===== config.mk =====
export PLATFORM = sky130hd
export DESIGN_NAME = poly_nco
export DESIGN_NICKNAME = d
export VERILOG_FILES = /design/src/rtl/poly_nco.sv
export SDC_FILE = /design/constraint.sdc
export NUM_CORES = 1
export LEC_CHECK = 0
export BUFFER_PORTS_ARGS = -buffer_cell sky130_fd_sc_hd__buf_2
export CAP_MARGIN = 10
export CORE_ASPECT_RATIO = 0.7
export CORE_MARGIN = 5
export CORE_UTILIZATION = 54
export DETAILED_ROUTE_END_ITERATION = 10
export PLACE_DENSITY = 0.82
export SYNTH_ARGS = -nofsm -noshare
export SYNTH_HDL_FRONTEND = slang
export SYNTH_SLANG_ARGS = --single-unit

===== constraint.sdc =====
create_clock -name master_clk -period 10.3 [get_ports master_clk]
set_clock_uncertainty 0.1 [all_clocks]
set_input_delay 1.03 -clock master_clk [delete_from_list [all_inputs] [get_ports master_clk]]
set_output_delay 1.03 -clock master_clk [all_outputs]
set_load 0.05 [all_outputs]

===== src/rtl/poly_nco.sv =====
// rtl/poly_nco.sv - polyphonic NCO: key-to-voice allocator, per-voice phase accumulators, waveform mixer
// Work per sample is spread over NUM_KEYS allocation cycles, then NUM_VOICES accumulate cycles.
module poly_nco #(
  parameter int NUM_KEYS   = 12,
  parameter int NUM_VOICES = 4,
  parameter int ACC_W      = 32,
  parameter int SAMPLE_W   = 16
) (
  input  logic                            master_clk,
  input  logic                            rst,
  input  logic                            sample_clk_en,
  input  logic [NUM_KEYS-1:0]             key_pressed,
  input  logic [NUM_KEYS*ACC_W-1:0]       key_increment,
  input  logic [1:0]                      wave_sel,
  output logic signed [SAMPLE_W-1:0]      sample_output,
  output logic                            sample_valid,
  output logic [$clog2(NUM_VOICES):0]     voices_active,
  output logic                            voice_overflow,
  output logic                            sample_overrun
);

  localparam int LOG_V = $clog2(NUM_VOICES);
  localparam int KW    = (NUM_KEYS > 1) ? $clog2(NUM_KEYS) : 1;
  localparam int MIX_W = SAMPLE_W + LOG_V;
  localparam int CW    = LOG_V + 1;

  typedef enum logic [1:0] {IDLE, ALLOC, ACCUM, OUT} state_t;

  state_t                      state, state_nxt;
  logic [NUM_KEYS-1:0]         keys_q;
  logic [1:0]                  wave_q;
  logic [KW-1:0]               key_cnt;
  logic [LOG_V-1:0]            voice_cnt;
  logic [NUM_VOICES-1:0]       busy;
  logic [KW-1:0]               key_idx [NUM_VOICES];
  logic [ACC_W-1:0]            phase   [NUM_VOICES];
  logic                        ovf_pend;
  logic signed [MIX_W-1:0]     mix;

  logic                        last_key, last_voice;
  logic                        hold_hit, free_hit;
  logic [LOG_V-1:0]            hold_v, free_v;
  logic [ACC_W-1:0]            incr, phase_sum;
  logic [SAMPLE_W-1:0]         u, wave, half;
  logic [SAMPLE_W-2:0]         tri_f;
  logic signed [MIX_W-1:0]     mix_sum, mix_shift;
  logic [CW-1:0]               active_cnt;

  assign last_key   = (key_cnt == KW'(NUM_KEYS - 1));
  assign last_voice = (voice_cnt == LOG_V'(NUM_VOICES - 1));

  always_ff @(posedge master_clk or negedge rst) begin
    if (!rst) state <= IDLE;
    else      state <= state_nxt;
  end

  always_comb begin
    state_nxt = state;
    case (state)
      IDLE:  if (sample_clk_en) state_nxt = ALLOC;
      ALLOC: if (last_key)      state_nxt = ACCUM;
      ACCUM: if (last_voice)    state_nxt = OUT;
      OUT:                      state_nxt = IDLE;
      default:                  state_nxt = IDLE;
    endcase
  end

  // Descending scan so the lowest-index match wins.
  always_comb begin
    hold_hit = 1'b0;
    hold_v   = '0;
    free_hit = 1'b0;
    free_v   = '0;
    for (int v = NUM_VOICES - 1; v >= 0; v--) begin
      if (busy[v] && key_idx[v] == key_cnt) begin
        hold_hit = 1'b1;
        hold_v   = LOG_V'(v);
      end
      if (!busy[v]) begin
        free_hit = 1'b1;
        free_v   = LOG_V'(v);
      end
    end
  end

  always_comb begin
    active_cnt = '0;
    for (int v = 0; v < NUM_VOICES; v++) active_cnt = active_cnt + CW'(busy[v]);
  end

  always_comb begin
    incr      = key_increment[int'(key_idx[voice_cnt]) * ACC_W +: ACC_W];
    phase_sum = phase[voice_cnt] + incr;
    u         = phase_sum[ACC_W-1 -: SAMPLE_W];
    half      = {1'b1, {(SAMPLE_W-1){1'b0}}};
    tri_f     = u[SAMPLE_W-2:0] ^ {(SAMPLE_W-1){u[SAMPLE_W-1]}};
    wave      = '0;
    if (busy[voice_cnt]) begin
      case (wave_q)
        2'd0:    wave = u - half;
        2'd1:    wave = u[SAMPLE_W-1] ? (half + 1'b1) : (half - 1'b1);
        2'd2:    wave = {tri_f, 1'b0} - half;
        default: wave = '0;
      endcase
    end
    mix_sum   = mix + $signed({{LOG_V{wave[SAMPLE_W-1]}}, wave});
    mix_shift = mix_sum >>> LOG_V;
  end

  always_ff @(posedge master_clk or negedge rst) begin
    if (!rst) begin
      keys_q         <= '0;
      wave_q         <= '0;
      key_cnt        <= '0;
      voice_cnt      <= '0;
      busy           <= '0;
      ovf_pend       <= 1'b0;
      mix            <= '0;
      sample_output  <= '0;
      sample_valid   <= 1'b0;
      voices_active  <= '0;
      voice_overflow <= 1'b0;
      sample_overrun <= 1'b0;
      for (int v = 0; v < NUM_VOICES; v++) begin
        key_idx[v] <= '0;
        phase[v]   <= '0;
      end
    end else begin
      sample_valid <= 1'b0;
      if (sample_clk_en && state != IDLE) sample_overrun <= 1'b1;
      case (state)
        IDLE: if (sample_clk_en) begin
          keys_q    <= key_pressed;
          wave_q    <= wave_sel;
          ovf_pend  <= 1'b0;
          mix       <= '0;
          key_cnt   <= '0;
          voice_cnt <= '0;
        end
        ALLOC: begin
          if (hold_hit && !keys_q[key_cnt]) begin
            busy[hold_v] <= 1'b0;
          end else if (!hold_hit && keys_q[key_cnt]) begin
            if (free_hit) begin
              busy[free_v]    <= 1'b1;
              key_idx[free_v] <= key_cnt;
              phase[free_v]   <= '0;
            end else begin
              ovf_pend <= 1'b1;
            end
          end
          key_cnt <= key_cnt + 1'b1;
        end
        ACCUM: begin
          if (busy[voice_cnt]) phase[voice_cnt] <= phase_sum;
          mix       <= mix_sum;
          voice_cnt <= voice_cnt + 1'b1;
          // Outputs load here so they are visible during the OUT cycle.
          if (last_voice) begin
            sample_output  <= mix_shift[SAMPLE_W-1:0];
            sample_valid   <= 1'b1;
            voices_active  <= active_cnt;
            voice_overflow <= ovf_pend;
          end
        end
        default: ;
      endcase
    end
  end

endmodule

After elaboration in Yosys (flattened, before gate mapping)
Cells that the tools add are included.
{"block": "classes", "shifts": 1, "magnitude_cmp": 10, "n_mux": 66, "eq_ne": 19, "bitwise": 9, "reduce_logical": 30, "addsub": 9}
{"cell": "$mux 128", "count": 4}
{"cell": "$shiftx 384x10->32", "count": 1}
{"cell": "$pmux 128 s2", "count": 1}
{"cell": "$and 128x128->128", "count": 1}
{"cell": "$bwmux 128", "count": 1}
{"cell": "$demux 32 s2", "count": 2}
{"cell": "$mux 32", "count": 4}
{"cell": "$not 128->128", "count": 1}
{"cell": "$bmux 32 s2", "count": 1}
{"cell": "$pmux 16 s3", "count": 1}
{"cell": "$pmux 18 s2", "count": 1}
{"cell": "$add 32x32->32", "count": 1}
{"cell": "$mux 16", "count": 2}
{"cell": "$sub 16x16->16 const B", "count": 2}
{"cell": "$mux 4", "count": 7}
{"cell": "$mux 2", "count": 12}
{"cell": "$add 18x16->18", "count": 1}
{"cell": "$mux 1", "count": 18}
{"cell": "$mux 18", "count": 1}
{"cell": "$bwmux 16", "count": 1}
{"cell": "$eq 4x4->1", "count": 4}
{"cell": "$ne 2x2->1 const B", "count": 8}
{"cell": "$xor 15x15->15", "count": 1}
{"cell": "$reduce_bool 2->1", "count": 6}
{"cell": "other kinds (34)", "count": 62}
{"block": "totals", "reg_bits": 211, "elab_cells": 165}

Depth between registers and ports, before layout
{"block": "depth", "depth_word": 15, "ltp_mapped": 33}

Worst setup path after synthesis
OpenSTA, ideal clock, no wires.
{"block": "synth_path", "path_type": "reg-to-reg", "startpoint": "reg voice_cnt[0]", "endpoint": "reg mix[16]", "stages_incl_launch_ff": 32, "arrival_time_ps": 7665, "slack_ps": 2466, "setup_time_ps": 69, "period_less_slack_ps": 7834, "required_time_ps": 10131, "cell_sequence": "dfrtp_1 -> buf_6 -> mux4_2 -> buf_6 -> clkbuf_1 -> buf_1 -> mux4_2 -> nand2_1 -> o21ai_0 -> ha_1 -> fa_1 -> a21oi_1 -> o21ai_0 -> a211oi_1 -> o21ai_0 -> a211oi_1 -> nor4b_1 -> nor3_1 -> xor2_1 -> and2_1 -> o31a_1 -> fa_1 -> nor2b_1 -> o21ai_0 -> a21boi_0 -> o21ai_0 -> a21boi_0 -> o21ai_0 -> a21boi_0 -> o211ai_1 -> a211o_1 -> nand3_1"}
{"block": "synth_via", "elab_chain_cells": 12}
{"element": "start, declared", "line_no": "33", "source": "logic [LOG_V-1:0] voice_cnt;"}
{"element": "start signal, assigned", "line_no": "157", "source": "voice_cnt <= voice_cnt + 1'b1;"}
{"element": "$not 2->3 (not written as such)", "line_no": "92, 93"}
{"element": "$bmux 4 s2", "line_no": "92", "source": "incr = key_increment[int'(key_idx[voice_cnt]) * ACC_W +: ACC_W];"}
{"element": "$mux 4 (not written as such) (2 in series)", "line_no": "92"}
{"element": "$shiftx 384x10->32", "line_no": "92"}
{"element": "$add 32x32->32", "line_no": "93", "source": "phase_sum = phase[voice_cnt] + incr;"}
{"element": "$xor 15x15->15", "line_no": "96", "source": "tri_f = u[SAMPLE_W-2:0] ^ {(SAMPLE_W-1){u[SAMPLE_W-1]}};"}
{"element": "$sub 16x16->16", "line_no": "102", "source": "2'd2: wave = {tri_f, 1'b0} - half;"}
{"element": "$pmux 16 s3", "line_no": "99", "source": "case (wave_q)"}
{"element": "$mux 16 *", "line_no": "98", "source": "if (busy[voice_cnt]) begin"}
{"element": "$add 18x16->18 *", "line_no": "106", "source": "mix_sum = mix + $signed({{LOG_V{wave[SAMPLE_W-1]}}, wave});"}
{"element": "$pmux 18 s2 *", "line_no": "131", "source": "case (state)"}
{"element": "end signal, assigned", "line_no": "156", "source": "mix <= mix_sum;"}
{"element": "end, declared", "line_no": "38", "source": "logic signed [MIX_W-1:0] mix;"}
Mark *: on every way between the ends. The rest lies on a longest branch, timed or not. The select of a mux whose other input is x is not followed.
A chain may end at the register's enable or synchronous reset.

Worst setup path after layout
{"block": "layout_path", "startpoint": "reg voice_cnt[0]", "endpoint": "reg sample_output[14]"}
{"block": "layout_via", "elab_chain_cells": 11}
{"element": "$not 2->3 (not written as such)", "line_no": "92, 93"}
{"element": "$bmux 4 s2", "line_no": "92"}
{"element": "$mux 4 (not written as such) (2 in series)", "line_no": "92"}
{"element": "$shiftx 384x10->32", "line_no": "92"}
{"element": "$add 32x32->32", "line_no": "93"}
{"element": "$xor 15x15->15", "line_no": "96"}
{"element": "$sub 16x16->16", "line_no": "102"}
{"element": "$pmux 16 s3", "line_no": "99"}
{"element": "$mux 16", "line_no": "98"}
{"element": "$add 18x16->18", "line_no": "106"}
{"element": "end signal, assigned", "line_no": "160", "source": "sample_output <= mix_shift[SAMPLE_W-1:0];"}
{"element": "end, declared", "line_no": "15", "source": "output logic signed [SAMPLE_W-1:0] sample_output,"}
Parallel ways exist; a longest one is shown, timed or not. The select of a mux whose other input is x is not followed.

==> impl_metrics.ini <==
[sta]
rsz0062_at_grt = false
setup_viol = 0
worst_pin_slew_ps = 1210
finalHoldViolCount = 0
relSlewSlack_pct = 18.9
fin_crit_ps = 9090
timing.final.crit_share_pct = 88.3
fin_setup_tns_ps = 0
hold_ws_ps = 355
fmax_ghz = 0.110
finalMaxSlewViolations = 0

[floorplanning]
die_x_um = 210
dieArea_um2 = 31600
ios = 423
core-area_um2 = 27800
rows = 51
die_h_um = 150
initial_core_util_pct = 54.7

[power]
peakVddDrop_v = 0.000225
leakagePower_uw = 0.00847
power.density_nw_per_um2 = 383

[logic_synthesis]
syn_inst = 1378
synthesis.area_um2 = 15200
synth_cell_types = 72
synth_edf_count = 0
synth_nets = 1843
syn_avg_cell_area_um2 = 11.0
ys_ff_latch = 211
yosysSeqAreaShare_pct = 34.8
synth_top_flop_cell = dfrtp_1
synth-async-reset-ratio_pct = 100
synth-warning-count = 0

[route]
drc = 0
wl_um = 59100
first_iter_violations = 1817
dr.pass1.iters = 5
ant_nets = 0
via_count = 14300
avgRoutedWirePerCell_um = 27.6
via_per_inst = 6.70

[placed_design]
io_buffers = 422
place_hpwl_um = 46100
postPlaceCellArea_um2 = 17600
place_congestion = 1.02

[cts]
cts-root-buf = clkbuf_16
clkTransAtPathRegs_ps = 60
cts_htree_levels = 1
hold_buffers = 0
postCtsSetupRepairBufs = 0
cts_buffers = 23
numClockSinks = 211
cts_tree = done
cts-resized-gates = 0
clock_path_buffers = 3
insertion_delay_ps = 520

[finish]
final_cell_mix = 421 x buf_2, 210 x dfrtp_1, 130 x mux4_2, 124 x nand2_1, 115 x o21ai_0
num-fill-cells = 2167
multi_input_area_um2 = 9310
fin_area_um2 = 18400
seq_area_um2 = 5280
final_layout_size_suffix_gt1_share_pct = 37.9
nets = 2216
final_common_cell = buf_2
syn_to_final_growth_pct = 21.0

[setup_path]
slowest_stage = mux4_4
startpoint_type = flip-flop
cp_common_cell = o21ai_0
critical_path_required_ps = 10660
critPathCaptureType = flip-flop
critical_path_arrival_ps = 9450
crit_type = flip-flop to flip-flop
max_stage_delay_ps = 850
cp_max_fo = 29

[grt]
grt_pass1_vias = 14200
grt_start_max_net_pins = 83
grt_overflow_total = 0
antenna_found_initial = 8
track_usage_pct = 35.9
grt_pass1_wl_um = 86700

[min_path]
hp-class = flip-flop to flip-flop

[job]
cap_violations = 0

[run_status]
status = completed
## cell families after synthesis
logic type | Yosys count | share of synthesized area, %
AOI/OAI and AO/OA | 400 | 18.2
and+or+nand+nor | 273 | 8.42
muxes | 229 | 26.4
DFF | 211 | 34.8
buffers and inverters | 151 | 3.96
adders and majority gates | 64 | 5.43
xor gates and xnor gates | 50 | 2.89
## critical path, delay by kind of cell, from the launching register on
| kind | cells | cell delay [ps] |
|---|---|---|
| AND/OR/NAND/NOR | 5 | 1360 |
| buffers and inverters | 1 | 410 |
| multiplexers | 3 | 1550 |
| flip-flops | 1 | 460 |
| XOR/XNOR | 1 | 120 |
| AO/OA/AOI/OAI | 15 | 3800 |
| adder cells (fa/ha/maj) | 3 | 1160 |
## synth_stat cells, types with 8 or more instances
cell type,n,area (µm²)
mux2i_1,54,541
buf_1,19,71.3
a211oi_1,8,60.1
nor2_1,42,158
a21oi_1,50,250
nor3_1,17,85.1
o21a_1,18,135
mux2_2,42,473
o31ai_1,11,82.6
dfrtp_1,211,5280
mux4_2,132,2970
and2_1,10,62.6
o21ai_0,115,576
o22ai_1,13,81.3
o211ai_1,11,82.6
clkbuf_1,69,259
a22o_1,112,981
and3_1,10,62.6
nor2b_1,10,62.6
inv_1,52,195
nand2_1,124,465
nand3_1,26,130
xor2_1,21,184
xnor2_1,29,254
nand2b_1,11,68.8
a21o_1,11,82.6
ha_1,61,763
## metal layers
layer  routed length [µm]  global-route usage (%)  vias up
met5                  221                    5.02        -
li1                     -                       -     6038
met1                23500                    52.4     7104
met2                25400                    51.3     1062
met4                 1320                    6.12       10
met3                 8630                    14.7      127
## path summary, 6_finish.rpt
kind / startpoint / cells after the start / to / slack, ps
setup / recovery: voice_cnt[0] / 28 / sample_output[14] / 1210
hold / removal: sample_overrun / 1 / sample_overrun / 360
setup reg to reg: voice_cnt[0] / 28 / sample_output[14] / 1210
hold reg to reg: sample_overrun / 1 / sample_overrun / 360
max in group asynchronous: rst / 3 / phase[68] / 7550
min in group asynchronous: rst / 1 / mix[8] / 420
## state kept, by name (all words and copies together) (netlist names), 3 cells and up
signal and cells:
keys_q 12, sample_output 16, key_idx 16, busy 4
mix 18, key_cnt 4, voices_active 3, phase 128
## layout make-up
type                    count  share of cell area, %
clock buffers              31                   3.57
repair buffers            446                   12.6
diodes                      7                 0.0954
multi-input cells        1016                   50.7
well taps                 371                   2.53
flip-flops and latches    211                   28.8
inverters                  53                   1.08
clock inverters             7                  0.641
## report_power, final
group / switching, µW / total, µW / internal (µW) / leakage (µW)
Clock: 351 / 871 / 519 / 0.000382
Combinational: 2900 / 4780 / 1880 / 0.00533
Sequential: 240 / 1390 / 1150 / 0.00276
Total: 3490 / 7040 / 3550 / 0.00847
## stage by stage
step | setup slack [ps] | util [%] | total power (µW) | instances
2_1_floorplan | 2470 | - | 4700 | 1378
3_3_place_gp | 1660 | 63.3 | 5870 | 2097
3_5_place_dp | 1400 | 63.3 | 6020 | 2097
4_1_cts | 1350 | 66.1 | 6910 | 2135
5_1_grt | 438 | 66.1 | 7460 | 2137
6_report | 1210 | 66.2 | 7040 | 2142
Power figures use the tool's default switching activity.
